[config.mk]
export PLATFORM = sky130hd
export DESIGN_NAME = bcd_display_ctrl_flat
export DESIGN_NICKNAME = d
export VERILOG_FILES = /design/src/rtl/bcd_display_ctrl_if.sv /design/src/rtl/bcd_display_ctrl.sv /design/src/flat_wrapper.sv
export SDC_FILE = /design/constraint.sdc
export NUM_CORES = 1
export LEC_CHECK = 0
export CORE_ASPECT_RATIO = 0.9
export CORE_MARGIN = 3
export CORE_UTILIZATION = 40
export CTS_BUF_LIST = sky130_fd_sc_hd__clkbuf_4
export CTS_CLUSTER_DIAMETER = 150
export DETAILED_ROUTE_END_ITERATION = 7
export GPL_TIMING_DRIVEN = 0
export SLEW_MARGIN = 20
export SYNTH_ARGS = -nofsm -noshare
export SYNTH_HDL_FRONTEND = slang
export SYNTH_SLANG_ARGS = --single-unit
[constraint.sdc]
create_clock -name clk -period 1.95 [get_ports clk]
set_input_delay 0.39 -clock clk [delete_from_list [all_inputs] [get_ports clk]]
set_output_delay 0.39 -clock clk [all_outputs]
set_load 0.03 [all_outputs]
[src/rtl/bcd_display_ctrl_if.sv]
// Handshake and display bus of the 3-digit BCD display controller.
// The controller side uses the slave modport; whoever feeds it uses master.
interface bcd_display_ctrl_if;
    logic        in_valid;
    logic [7:0]  in_data;
    logic        in_ready;
    logic        done;
    logic [11:0] bcd;
    logic [6:0]  seg;
    logic [2:0]  dig_en;

    modport master (
        output in_valid, in_data,
        input  in_ready, done, bcd, seg, dig_en
    );

    modport slave (
        input  in_valid, in_data,
        output in_ready, done, bcd, seg, dig_en
    );
endinterface

[src/rtl/bcd_display_ctrl.sv]
// Binary-to-BCD (double-dabble) converter with a multiplexed 3-digit 7-segment scan.
// Optional macro LEADING_ZERO_BLANK_EN blanks leading zero digits on the segment bus.
module bcd_display_ctrl #(
    parameter int unsigned SCAN_DIV = 50000
) (
    input logic               clk,
    input logic               rst_n,
    bcd_display_ctrl_if.slave bus
);

    localparam logic [1:0] IDLE    = 2'd0;
    localparam logic [1:0] CONVERT = 2'd1;
    localparam logic [1:0] COMMIT  = 2'd2;

    localparam logic [19:0] SCAN_LAST = 20'(SCAN_DIV - 1);

    logic [1:0]  state;
    logic [19:0] shift_reg;
    logic [19:0] adjusted;
    logic [19:0] shifted;
    logic [2:0]  iter;
    logic [11:0] bcd_reg;
    logic        done_reg;

    logic [19:0] scan_cnt;
    logic [1:0]  digit_idx;
    logic [3:0]  digit;
    logic        blank;
    logic [6:0]  seg_code;
    logic [6:0]  seg_reg;
    logic [2:0]  dig_en_reg;

    assign bus.in_ready = (state == IDLE);
    assign bus.done     = done_reg;
    assign bus.bcd      = bcd_reg;
    assign bus.seg      = seg_reg;
    assign bus.dig_en   = dig_en_reg;

    always_comb begin
        adjusted = shift_reg;
        for (int k = 0; k < 3; k++) begin
            if (shift_reg[8 + 4*k +: 4] >= 4'd5)
                adjusted[8 + 4*k +: 4] = shift_reg[8 + 4*k +: 4] + 4'd3;
        end
        shifted = adjusted << 1;
    end

    // bcd is loaded on the final shift edge so it and done become visible together in COMMIT.
    always_ff @(posedge clk or negedge rst_n) begin
        if (!rst_n) begin
            state     <= IDLE;
            shift_reg <= '0;
            iter      <= '0;
            bcd_reg   <= '0;
            done_reg  <= 1'b0;
        end else begin
            case (state)
                IDLE: begin
                    done_reg <= 1'b0;
                    if (bus.in_valid) begin
                        shift_reg <= {12'd0, bus.in_data};
                        iter      <= '0;
                        state     <= CONVERT;
                    end
                end
                CONVERT: begin
                    shift_reg <= shifted;
                    iter      <= iter + 3'd1;
                    if (iter == 3'd7) begin
                        bcd_reg  <= shifted[19:8];
                        done_reg <= 1'b1;
                        state    <= COMMIT;
                    end
                end
                COMMIT: begin
                    done_reg <= 1'b0;
                    state    <= IDLE;
                end
                default: begin
                    done_reg <= 1'b0;
                    state    <= IDLE;
                end
            endcase
        end
    end

    always_ff @(posedge clk or negedge rst_n) begin
        if (!rst_n) begin
            scan_cnt  <= '0;
            digit_idx <= '0;
        end else if (scan_cnt == SCAN_LAST) begin
            scan_cnt  <= '0;
            digit_idx <= (digit_idx == 2'd2) ? 2'd0 : digit_idx + 2'd1;
        end else begin
            scan_cnt <= scan_cnt + 20'd1;
        end
    end

    always_comb begin
        case (digit_idx)
            2'd0:    digit = bcd_reg[3:0];
            2'd1:    digit = bcd_reg[7:4];
            2'd2:    digit = bcd_reg[11:8];
            default: digit = 4'd0;
        endcase
`ifdef LEADING_ZERO_BLANK_EN
        blank = ((digit_idx == 2'd2) && (bcd_reg[11:8] == 4'd0)) ||
                ((digit_idx == 2'd1) && (bcd_reg[11:4] == 8'd0));
`else
        blank = 1'b0;
`endif
    end

    always_comb begin
        case (digit)
            4'd0:    seg_code = 7'b1111110;
            4'd1:    seg_code = 7'b0110000;
            4'd2:    seg_code = 7'b1101101;
            4'd3:    seg_code = 7'b1111001;
            4'd4:    seg_code = 7'b0110011;
            4'd5:    seg_code = 7'b1011011;
            4'd6:    seg_code = 7'b1011111;
            4'd7:    seg_code = 7'b1110000;
            4'd8:    seg_code = 7'b1111111;
            4'd9:    seg_code = 7'b1111011;
            default: seg_code = 7'b0000000;
        endcase
    end

    always_ff @(posedge clk or negedge rst_n) begin
        if (!rst_n) begin
            seg_reg    <= '0;
            dig_en_reg <= '0;
        end else begin
            seg_reg    <= blank ? 7'b0000000 : seg_code;
            dig_en_reg <= 3'b001 << digit_idx;
        end
    end

endmodule

[src/flat_wrapper.sv]
// flat-port wrapper written by rule: the top's interface ports become plain ports
module bcd_display_ctrl_flat 
#(
    parameter int unsigned SCAN_DIV = 50000
)
  (clk, rst_n, bus_in_valid, bus_in_data, bus_in_ready, bus_done, bus_bcd, bus_seg, bus_dig_en);
  bcd_display_ctrl_if bus_i ();
  input logic clk;
  input logic rst_n;
  input wire logic [$bits(bus_i.in_valid)-1:0] bus_in_valid;
  input wire logic [$bits(bus_i.in_data)-1:0] bus_in_data;
  output wire logic [$bits(bus_i.in_ready)-1:0] bus_in_ready;
  output wire logic [$bits(bus_i.done)-1:0] bus_done;
  output wire logic [$bits(bus_i.bcd)-1:0] bus_bcd;
  output wire logic [$bits(bus_i.seg)-1:0] bus_seg;
  output wire logic [$bits(bus_i.dig_en)-1:0] bus_dig_en;
  assign bus_i.in_valid = bus_in_valid;
  assign bus_i.in_data = bus_in_data;
  assign bus_in_ready = bus_i.in_ready;
  assign bus_done = bus_i.done;
  assign bus_bcd = bus_i.bcd;
  assign bus_seg = bus_i.seg;
  assign bus_dig_en = bus_i.dig_en;
  bcd_display_ctrl #(.SCAN_DIV(SCAN_DIV)) u_core (.clk(clk), .rst_n(rst_n), .bus(bus_i));
endmodule
==> out/metrics.cfg <==
[cts]
numClockSinks = 70
cts_buffers = 9
cts_tree = done
clock-root-buffer = clkbuf_4
clk_path_buf_depth = 2
clk-insertion-delay-late_ps = 410
cts-htree-levels = 3
clk_pin_slew_ps = 110

[pwr]
power_density_mw_per_mm2 = 1340
netSwitchingPower_uw = 2210
seq_power_share_pct = 40.5
switching_share_pct = 41.0
peakVddDrop_uv = 730
p_leak_uw = 0.00187
internal_power_uw = 3180
clockPowerShare_pct = 14.3
p_comb_share_pct = 45.2

[global_route]
grt_pass1_wl_um = 11300
grt-ovfl-total = 0
use_met2_pct = 23.3
grt_antenna_before_repair = 0
gr-usage-met3_pct = 4.29
grt_usage_pct = 15.2
use_met1_pct = 20.4
grt_max_degree = 43
grt_pass1_vias = 2333
busiest_layer = met2

[worst_setup_path]
end_kind = output pin
slowest_stage = clkdlybuf4s50_1
crit_cells = 1
path_max_fanout = 3
path_buf_inv = 1
critPathKind = register to output pin
critPathLaunch = u_core.bus.bcd[4]$_DFFE_PN0P_
slowest_delay_ps = 690
critPathTopFamily = buffers and inverters
crit_end = bus_bcd[4]
crit_chain = clkdlybuf4s50_1
rr_worst_depth = 6
arrival_ps = 1510
cp_data_required_time_ps = 1560
reg2reg_to = u_core.digit_idx[0]$_DFFE_PN0N_
r2r_slack_ps = 120
critPathLaunchType = register
r2r-start = u_core.scan_cnt[0]$_DFF_PN0_

[floorplanning]
core-area_sq_mm = 0.00781
initial_utilization_pct = 42.8
dieArea_sq_mm = 0.00949
ios = 35
std_cell_rows = 30
die_w_um = 102
fp.dieH_um = 92.7

[sta]
max_freq_ghz = 0.527
setup_viol = 0
layout_min_cycle_time_ps = 1900
hold_viol_final = 0
grt_setup_unrepaired = true
fin_crit_sh_pct = 97.3
setup_slack_ps = 52.7
maxSlewViolCount = 0
relSlewSlack_pct = 61.4
skew_ps = 7.93
worstMarginPinSlew_ps = 574

[placed_design]
hpwl_um = 4670
dp_slack_ps = -370
place_congestion = 0.788
dp_cells = 446
port_buffers = 34

[drt]
num_vias = 2383
antenna_violating_nets_post_route = 0
drtIter0Drc = 64
wire_per_inst_um = 14.0
drt_wl_total_um = 6510
drcViolationCount = 0
drtPass1Iterations = 4
viasPerCell = 5.11

[synth]
synth_nets = 341
synth_cell_types = 37
avgSynthCellArea_sq_um = 10.6
ys_ff_latch = 70
syn-cell-area_sq_mm = 0.00334
ys_warn_count = 0
ys_seq_area_share_pct = 52.4
synthCells = 315

[final_layout]
layout-drive-gt1-share_pct = 11.9
final_cell_mix = dfrtp_1, nand2_1, clkdlybuf4s50_1
antenna_cells = 0
fin_cells = 466
area_delta_synth_final_pct = 20.3
fin_nets = 391
layout_commonest_cell = dfrtp_1

[status]
outcome = completed

[worst_hold_path]
hold_class = input pin to async pin

[job]
cap_violations = 0

## how the worst min path moves through the flow
stage                     slack, ps  cells after the start                       startpoint                         endpoint
after floorplan                  90                      0                            rst_n    u_core.bus.bcd[0]$_DFFE_PN0P_
after global placement          460                      2  u_core.shift_reg[5]$_DFFE_PN0P_  u_core.shift_reg[5]$_DFFE_PN0P_
after detailed placement        340                      1                            rst_n      u_core.bus.seg[3]$_DFF_PN0_
after CTS                       440                      2                            rst_n      u_core.bus.seg[3]$_DFF_PN0_
after global routing            440                      2                            rst_n      u_core.bus.seg[3]$_DFF_PN0_
final                           440                      2                            rst_n      u_core.bus.seg[2]$_DFF_PN0_
## cells by family (layout without fill, tap and decap cells)
group                      count (synthesis)  in the layout  share of synthesized area, %
AOI/OAI and AO/OA                         60             60                          10.5
xor gates and xnor gates                  20             20                          5.24
adders and majority gates                 15             15                          5.62
buffers and inverters                     25             80                          3.15
DFF                                       70             70                          52.4
muxes                                     25             25                          7.83
and+or+nand+nor                          100            100                          15.2
## through the flow
stage	power [uW]	hold WS (ps)	TNS, ps	cell area [sq um]	utilization, %
6_report	5390	442	0	4020	51.5
4_1_cts	5450	438	0	3950	50.6
3_3_place_gp	4590	462	-139840	3800	48.7
2_1_floorplan	3830	94.4	0	3340	-
5_1_grt	5860	437	-4.17	4020	51.5
3_5_place_dp	4660	345	-4890	3820	48.9
## layer usage
metal | vias up | wire length (um)
li1 | 1196 | -
met1 | 1142 | 3230
met2 | 40 | 2960
met3 | 5 | 267
met4 | 0 | 53
met5 | - | 0
## cell type report
type	instances	area, sq um
plain buffers	12	63.8
fillers	754	3790
inverters	13	48.8
clock inverters	5	26.3
clock buffers	11	82.6
repair buffers	39	395
multi-input cells	220	1530
well taps	96	120
flip-flops and latches	70	1750
## cells in the mapped netlist
| cell | instances | area share (%) |
|---|---|---|
| dfrtp_1 | 70 | 52 |
| nand2_1 | 37 | 4.2 |
| o21ai_0 | 18 | 2.7 |
| mux2i_1 | 16 | 4.8 |
| nor2_1 | 16 | 1.8 |
| ha_1 | 15 | 5.6 |
| xnor2_1 | 15 | 3.9 |
| a21oi_1 | 12 | 1.8 |
| inv_1 | 12 | 1.3 |
| nand3_1 | 12 | 1.8 |
| o21ai_1 | 12 | 1.8 |
| nor2b_1 | 7 | 1.3 |
| buf_2 | 6 | 0.90 |
| nor3b_1 | 6 | 1.3 |
| a22o_1 | 5 | 1.3 |
| clkbuf_1 | 5 | 0.56 |
| mux2_1 | 5 | 1.7 |
| nand2b_1 | 5 | 0.94 |
| nor3_1 | 5 | 0.75 |
| xor2_1 | 5 | 1.3 |
| mux2_2 | 4 | 1.3 |
| nor4_1 | 4 | 0.75 |
| o22ai_1 | 4 | 0.75 |
| nand4_1 | 3 | 0.56 |
| o2bb2ai_1 | 3 | 0.79 |
| a2bb2oi_1 | 2 | 0.52 |
| a211oi_1 | 1 | 0.22 |
| a22oi_1 | 1 | 0.22 |
| a31oi_1 | 1 | 0.19 |
| and3_1 | 1 | 0.19 |
| buf_4 | 1 | 0.22 |
| inv_2 | 1 | 0.11 |
| nor4_2 | 1 | 0.37 |
| nor4_4 | 1 | 0.64 |
| o21bai_1 | 1 | 0.22 |
| or2_1 | 1 | 0.19 |
| or4b_4 | 1 | 0.41 |
## power groups by stage
stage | clock [uW] | sequential, uW | combinational [uW]
floorplan | 0 | 2480 | 1340
global placement | 0 | 2200 | 2390
detailed placement | 0 | 2210 | 2450
CTS | 819 | 2180 | 2450
global route | 890 | 2250 | 2720
finish | 772 | 2190 | 2430
## what timing repair did
action | in CTS | in global routing
gates resized for setup | 8 | 14
hold buffers | 1 | 0
endpoints found under the setup margin | 15 | 12
setup buffers | 0 | 3
hold endpoints to repair | 28 | 0
pin swaps | 0 | 1
Power figures use the tool's default switching activity.
